===== config.mk =====
export PLATFORM = sky130hd
export DESIGN_NAME = req_encoder_8to3_flat
export DESIGN_NICKNAME = d
export VERILOG_FILES = /design/src/rtl/req_encoder_8to3_pkg.sv /design/src/rtl/req_encoder_8to3_if.sv /design/src/rtl/req_encoder_8to3_pri_enc8.sv /design/src/rtl/req_encoder_8to3.sv /design/src/flat_wrapper.sv
export SDC_FILE = /design/constraint.sdc
export NUM_CORES = 1
export LEC_CHECK = 0
export CAP_MARGIN = 10
export CORE_MARGIN = 2
export CORE_UTILIZATION = 39
export CTS_CLUSTER_DIAMETER = 120
export DETAILED_ROUTE_END_ITERATION = 6
export PLACE_DENSITY_LB_ADDON = 0.2
export SYNTH_ARGS = -nofsm -noshare
export SYNTH_HDL_FRONTEND = slang
export SYNTH_SLANG_ARGS = --single-unit

===== constraint.sdc =====
create_clock -name clk -period 2.4 [get_ports clk]
set_clock_uncertainty 0.15 [all_clocks]
set_input_delay 0.6 -clock clk [delete_from_list [all_inputs] [get_ports clk]]
set_output_delay 0.6 -clock clk [all_outputs]
set_load 0.005 [all_outputs]

===== src/rtl/req_encoder_8to3_pkg.sv =====
// enc_pkg: shared constants, FSM states and code-to-mask helper for req_encoder_8to3
package enc_pkg;
  localparam int N_REQ  = 8;
  localparam int CODE_W = 3;
  typedef enum logic {IDLE, HOLD} state_e;
  function automatic logic [N_REQ-1:0] onehot(input logic [CODE_W-1:0] c);
    return N_REQ'(1) << c;
  endfunction
endpackage


===== src/rtl/req_encoder_8to3_if.sv =====
// req_encoder_8to3_if: request inputs and valid/ready code output of the encoder
interface req_encoder_8to3_if;
  import enc_pkg::*;
  logic [N_REQ-1:0]  req_i;
  logic [CODE_W-1:0] code_o;
  logic              valid_o;
  logic              ready_i;
  logic [N_REQ-1:0]  pending_o;
  logic              busy_o;
  modport master (output req_i, ready_i, input code_o, valid_o, pending_o, busy_o);
  modport slave  (input req_i, ready_i, output code_o, valid_o, pending_o, busy_o);
endinterface


===== src/rtl/req_encoder_8to3_pri_enc8.sv =====
// pri_enc8: combinational 8-to-3 priority encoder searching upward from base_i+1 with wrap
module pri_enc8 import enc_pkg::*; (
  input  logic [N_REQ-1:0]  vec_i,
  input  logic [CODE_W-1:0] base_i,
  output logic [CODE_W-1:0] code_o,
  output logic              any_o
);
  // Scan farthest-first so the set bit nearest base_i+1 is written last and wins
  always_comb begin
    code_o = '0;
    for (int i = N_REQ - 1; i >= 0; i--)
      if (vec_i[base_i + CODE_W'(i + 1)]) code_o = base_i + CODE_W'(i + 1);
  end
  assign any_o = |vec_i;
endmodule


===== src/rtl/req_encoder_8to3.sv =====
// req_encoder_8to3: pending-request collector emitting priority-ordered codes; ENC_RR_EN selects round-robin priority
module req_encoder_8to3 import enc_pkg::*; (
  input  logic              clk,
  input  logic              rst_n,
  req_encoder_8to3_if.slave bus
);
  state_e            state_q;
  logic [CODE_W-1:0] code_q, sel, base;
  logic [N_REQ-1:0]  p_q, p_d;
  logic              any, load;
`ifdef ENC_RR_EN
  logic [CODE_W-1:0] rr_q;
  // Rotation pointer follows the most recently loaded index
  always_ff @(posedge clk or negedge rst_n)
    if (!rst_n) rr_q <= CODE_W'(N_REQ - 1);
    else if (load) rr_q <= sel;
  assign base = rr_q;
`else
  assign base = CODE_W'(N_REQ - 1);
`endif
  pri_enc8 u_enc (.vec_i(p_q), .base_i(base), .code_o(sel), .any_o(any));
  assign load = (state_q == IDLE || bus.ready_i) && any;
  assign p_d  = (p_q & ~(load ? onehot(sel) : '0)) | bus.req_i;
  // Pending register plus output-stage FSM: load a new code when free, fall idle after the last accept
  always_ff @(posedge clk or negedge rst_n)
    if (!rst_n) begin
      state_q <= IDLE;
      code_q  <= '0;
      p_q     <= '0;
    end else begin
      p_q <= p_d;
      if (load) begin
        code_q  <= sel;
        state_q <= HOLD;
      end else if (bus.ready_i) state_q <= IDLE;
    end
  assign bus.code_o    = code_q;
  assign bus.valid_o   = (state_q == HOLD);
  assign bus.pending_o = p_q;
  assign bus.busy_o    = (state_q == HOLD) | (|p_q);
endmodule

===== src/flat_wrapper.sv =====
// flat-port wrapper written by rule: the top's interface ports become plain ports
module req_encoder_8to3_flat import enc_pkg::*;
  (clk, rst_n, bus_req_i, bus_ready_i, bus_code_o, bus_valid_o, bus_pending_o, bus_busy_o);
  req_encoder_8to3_if bus_i ();
  input  logic clk;
  input  logic rst_n;
  input wire logic [$bits(bus_i.req_i)-1:0] bus_req_i;
  input wire logic [$bits(bus_i.ready_i)-1:0] bus_ready_i;
  output wire logic [$bits(bus_i.code_o)-1:0] bus_code_o;
  output wire logic [$bits(bus_i.valid_o)-1:0] bus_valid_o;
  output wire logic [$bits(bus_i.pending_o)-1:0] bus_pending_o;
  output wire logic [$bits(bus_i.busy_o)-1:0] bus_busy_o;
  assign bus_i.req_i = bus_req_i;
  assign bus_i.ready_i = bus_ready_i;
  assign bus_code_o = bus_i.code_o;
  assign bus_valid_o = bus_i.valid_o;
  assign bus_pending_o = bus_i.pending_o;
  assign bus_busy_o = bus_i.busy_o;
  req_encoder_8to3 u_core (.clk(clk), .rst_n(rst_n), .bus(bus_i));
endmodule

**Word level (Yosys, flattened, before mapping)**

Index checks and enable logic that the tools add are counted.

- Register bits after elaboration: 12
- Bits of input ports: 11
- Output and inout bits: 13

- Shift-type cells: 1
- Multiplexer cells: 11
- Bitwise gates (word level): 5
- Reduce and logical (&&, ||, !) cells: 4

Operators by type and width:

| operator | count |
|---|---|
| $mux W3 | 8 |
| $and A8 B8 Y8 | 1 |
| $mux W8 | 1 |
| $not A8 Y8 | 1 |
| $or A8 B8 Y8 | 1 |
| $reduce_or A8 Y1 | 1 |
| $shl A1 B3 Y8 const A | 1 |
| $mux W1 | 2 |
| $reduce_bool A2 Y1 | 1 |
| $logic_and A1 B1 Y1 | 1 |
| $logic_or A1 B1 Y1 | 1 |
| $not A1 Y1 | 1 |
| $or A1 B1 Y1 | 1 |

**Longest topological paths before layout**

- Depth after elaboration: 13
- Depth in mapped cells: 4
- Depth with buffers taken out: 4

**Hierarchy**

From an unflattened synthesis, not the netlist that was laid out.

- Cells, all modules: 151
- Area total of the unflattened synthesis: 1357.6 um^2

By module, submodules not included:

| module | instances | cells an instance | area each (um^2) | sequential area each (um^2) |
|---|---|---|---|---|
| pri_enc8 | 1 | 99 | 820.8 | 0.0 |
| req_encoder_8to3 | 1 | 52 | 536.8 | 300.3 |

**Least setup slack after synthesis**

No wires, ideal clock.

- Path type: register to output
- Start point: register u_core.p_q[3], in the netlist u_core.bus.pending_o[3]
- End point: output port bus_busy_o
- Arrival: 1.359 ns
- Data required time: 1.650 ns
- Path slack: 0.291 ns
- Stages on the path, launching flop included: 3
- Buffers on the path: 0
- Cells stage by stage: dfrtp_1 > or4_4 > or3_1

- Longest elaborated chain between the ends: 2

RTL lines:

| element | line | source |
|---|---|---|
| start, declared | req_encoder_8to3.sv:9 | `logic [N_REQ-1:0] p_q, p_d;` |
| start signal, assigned | req_encoder_8to3.sv:31 | `p_q <= p_d;` |
| $reduce_or A8 Y1 | req_encoder_8to3.sv:40 | `assign bus.busy_o = (state_q == HOLD) \| (\|p_q);` |
| $or A1 B1 Y1 | req_encoder_8to3.sv:40 |  |
| end, declared | flat_wrapper.sv:12 | `output wire logic [$bits(bus_i.busy_o)-1:0] bus_busy_o;` |

No other way between the ends.

**Final worst setup path**

Ends and elaborated chain as after synthesis.

==> metrics.csv <==
metric;value;unit
p_per_area;431;nW/um^2
antennaDiodeCount;0;
clkTransAtPathRegs;0.07;ns
rows;13;
fmax;0.415;GHz
max-vdd-ir-drop;0.296;mV
synthesis.area;546;um^2
syn_avg_cell_area;10.7;um^2
die_h;41.4;um
core_area;1300;um^2
setup_violations;1;
portBuffers;23;
wl;1420;um
hold_viol;0;
drive_above_1_share;22.5;%
root_buffer;clkbuf_4;
dr.pass1.iters;3;
hp-class;flop to flop;
yosys-top-cells-count;dfrtp_1 (12), nor2_1 (7), a21o_1 (4), a21oi_1 (4), nand2b_1 (4);
grt_pass1_wl;2220;um
grt_pass1_vias;503;
violations;setup timing;
yosysSeqAreaShare;55.0;%
cap_violations;0;
synth_cell_type_count;20;
synth-edff-count;0;
num_vias;556;
multiInputGateArea;245;um^2
post-route-min-period;2.41;ns
grt_max_degree;13;
report.final.slew_viol_count;0;
remaining_drc_errors;0;
synth_mux_area_share;0;%
critPathMaxStageDelay;0.53;ns
netlist_instances;51;
path_cells;or4_4 -> or3_1 -> buf_2;
cp.arrival;1.66;ns
clk_latency;0.28;ns
wl_per_cell;13.6;um
place_inst;99;
drt_iter0_drc;6;
synth_top_cell_by_area;dfrtp_1;
cts_num_sinks;12;
synth_ff_type;dfrtp_1;
synth_top_family_by_area;simple AND/OR/NAND/NOR gates;
gp_congestion;0.778;
hold-worst-slack;0.335;ns
dp_slack;-0.0323;ns
endpoint_kind;primary output;
rsz0062_at_grt;true;
synth-simple-area-share;24.3;%
synth_fa_ha_area_share;0;%
fin_crit_sh;101;%
antenna_left;0;
cp-start-kind;flop;
netlist.area_leader.share;55.0;%
cts-htree-levels;1;
ios;24;
synthTopCellsByArea;dfrtp_1 (55%), a21o_1 (5.5%), nor2_1 (4.8%);
cts_buffers;3;
fin_ws;-0.0125;ns
synth_compound_area_share;20.0;%
areaGrowthSynthToFinish;66.1;%
tritoncts;built;
synthXorXnorAreaFrac;0;%
max-clock-path-buffers;2;
ys_seq_elements;12;
path_max_fanout;2;
leakage;0.356;nW
nNetsFinal;102;
die_area;1710;um^2
die_w;41.4;um
worstMarginPinSlew;0.667;ns
ys_warn_count;0;
cp.required;1.65;ns
status;finished, violations left;
fillCellCount;119;
yosysMostFrequentCell;dfrtp_1;
antenna_found_initial;0;
grt_usage;17.9;%
final_util;69.6;%
start_util;41.9;%
seq_area;300;um^2
cts_hold_buf;0;
max_slew_margin;55.5;%
vias_per_cell;5.35;
setup.worst_path.class;flop to primary output;
slowest_stage;or4_4;
syn_nets;62;
post-dp-hpwl;1060;um
grt_overflow;0;
final-instance-count-excl-fill;104;
async_flop_share;100;%
==> registers in the layout, indices dropped and copies added (netlist names) <==
name / count
u_core.bus.pending_o: 8
u_core.bus.code_o: 3
u_core.bus.valid_o: 1
==> cell families (layout without fill, tap and decap cells) <==
group | count (synthesis) | after routing
compound gates | 16 | 16
simple gates | 22 | 22
buf+inv | 1 | 39
flops | 12 | 12
==> where the power goes <==
part | switching [mW] | total, mW | internal (mW)
Sequential | 0.00336 | 0.212 | 0.208
Combinational | 0.0208 | 0.0543 | 0.0336
Clock | 0.0665 | 0.125 | 0.0583
==> cell usage in the layout, fill, tap and decap left out <==
cell and n:
clkdlybuf4s50_1 22, buf_4 12, dfrtp_1 12, nor2_1 7
nand2b_1 4, a21oi_1 4, a21o_1 4, clkbuf_4 3
or4_4 2, nor4_1 2, nand2_1 2, o31ai_1 2
o21ai_0 2, or3_1 2, nor2b_1 1, nor3b_4 1
inv_1 1, a221oi_1 1, o21bai_1 1, nand3_1 1
o21ai_2 1, a2111oi_0 1, buf_2 1
==> metal layers <==
layer	share of wire, %	GRT usage, %	vias up
met5	0	0	-
met2	48	24.1	17
met3	5.6	6.09	5
met4	3.5	15.5	0
met1	43	22.5	268
li1	-	-	266
==> timing repair <==
action | in CTS | in global routing
pin swaps | 1 | 1
endpoints found under the setup margin | 1 | 1
gates resized for setup | 5 | 0
buffers inserted | 1 | 1
==> critical path: cells and delay by family, from the launching register on <==
family / cells / cell delay [ns]
buf+inv: 1 / 0.13
flops: 1 / 0.38
simple gates: 2 / 0.87
==> final timing paths <==
path / startpoint / cells after the start / slack (ns) / end
worst min-delay path: u_core.bus.code_o[1] / 1 / 0.34 / u_core.bus.code_o[1]
worst min register to register: u_core.bus.code_o[1] / 1 / 0.34 / u_core.bus.code_o[1]
max in group asynchronous: rst_n / 1 / 1.22 / u_core.bus.pending_o[1]
worst max register to register: u_core.bus.pending_o[3] / 5 / 0.47 / u_core.bus.pending_o[7]
worst max-delay path: u_core.bus.pending_o[3] / 3 / -0.01 / bus_busy_o
min in group asynchronous: rst_n / 1 / 0.52 / u_core.bus.valid_o
==> area by class of cell <==
| class | count | area share, % |
|---|---|---|
| Clock buffer | 3 | 2.49 |
| Timing Repair Buffer | 35 | 34.8 |
| Tap cell | 15 | 2.07 |
| Multi-Input combinational cell | 38 | 27.1 |
| Sequential cell | 12 | 33.1 |
| Inverter | 1 | 0.414 |
==> through the flow <==
stage / total power [mW] / instance area [um^2] / setup TNS (ns)
finish: 0.391 / 906 / -0.0125
global route: 0.406 / 906 / -0.0518
CTS: 0.392 / 898 / -0.0160
detailed placement: 0.271 / 870 / -0.0323
global placement: 0.269 / 870 / -0.0281
floorplan: 0.230 / 546 / 0
Note: power is estimated with default switching activity, not from simulation.
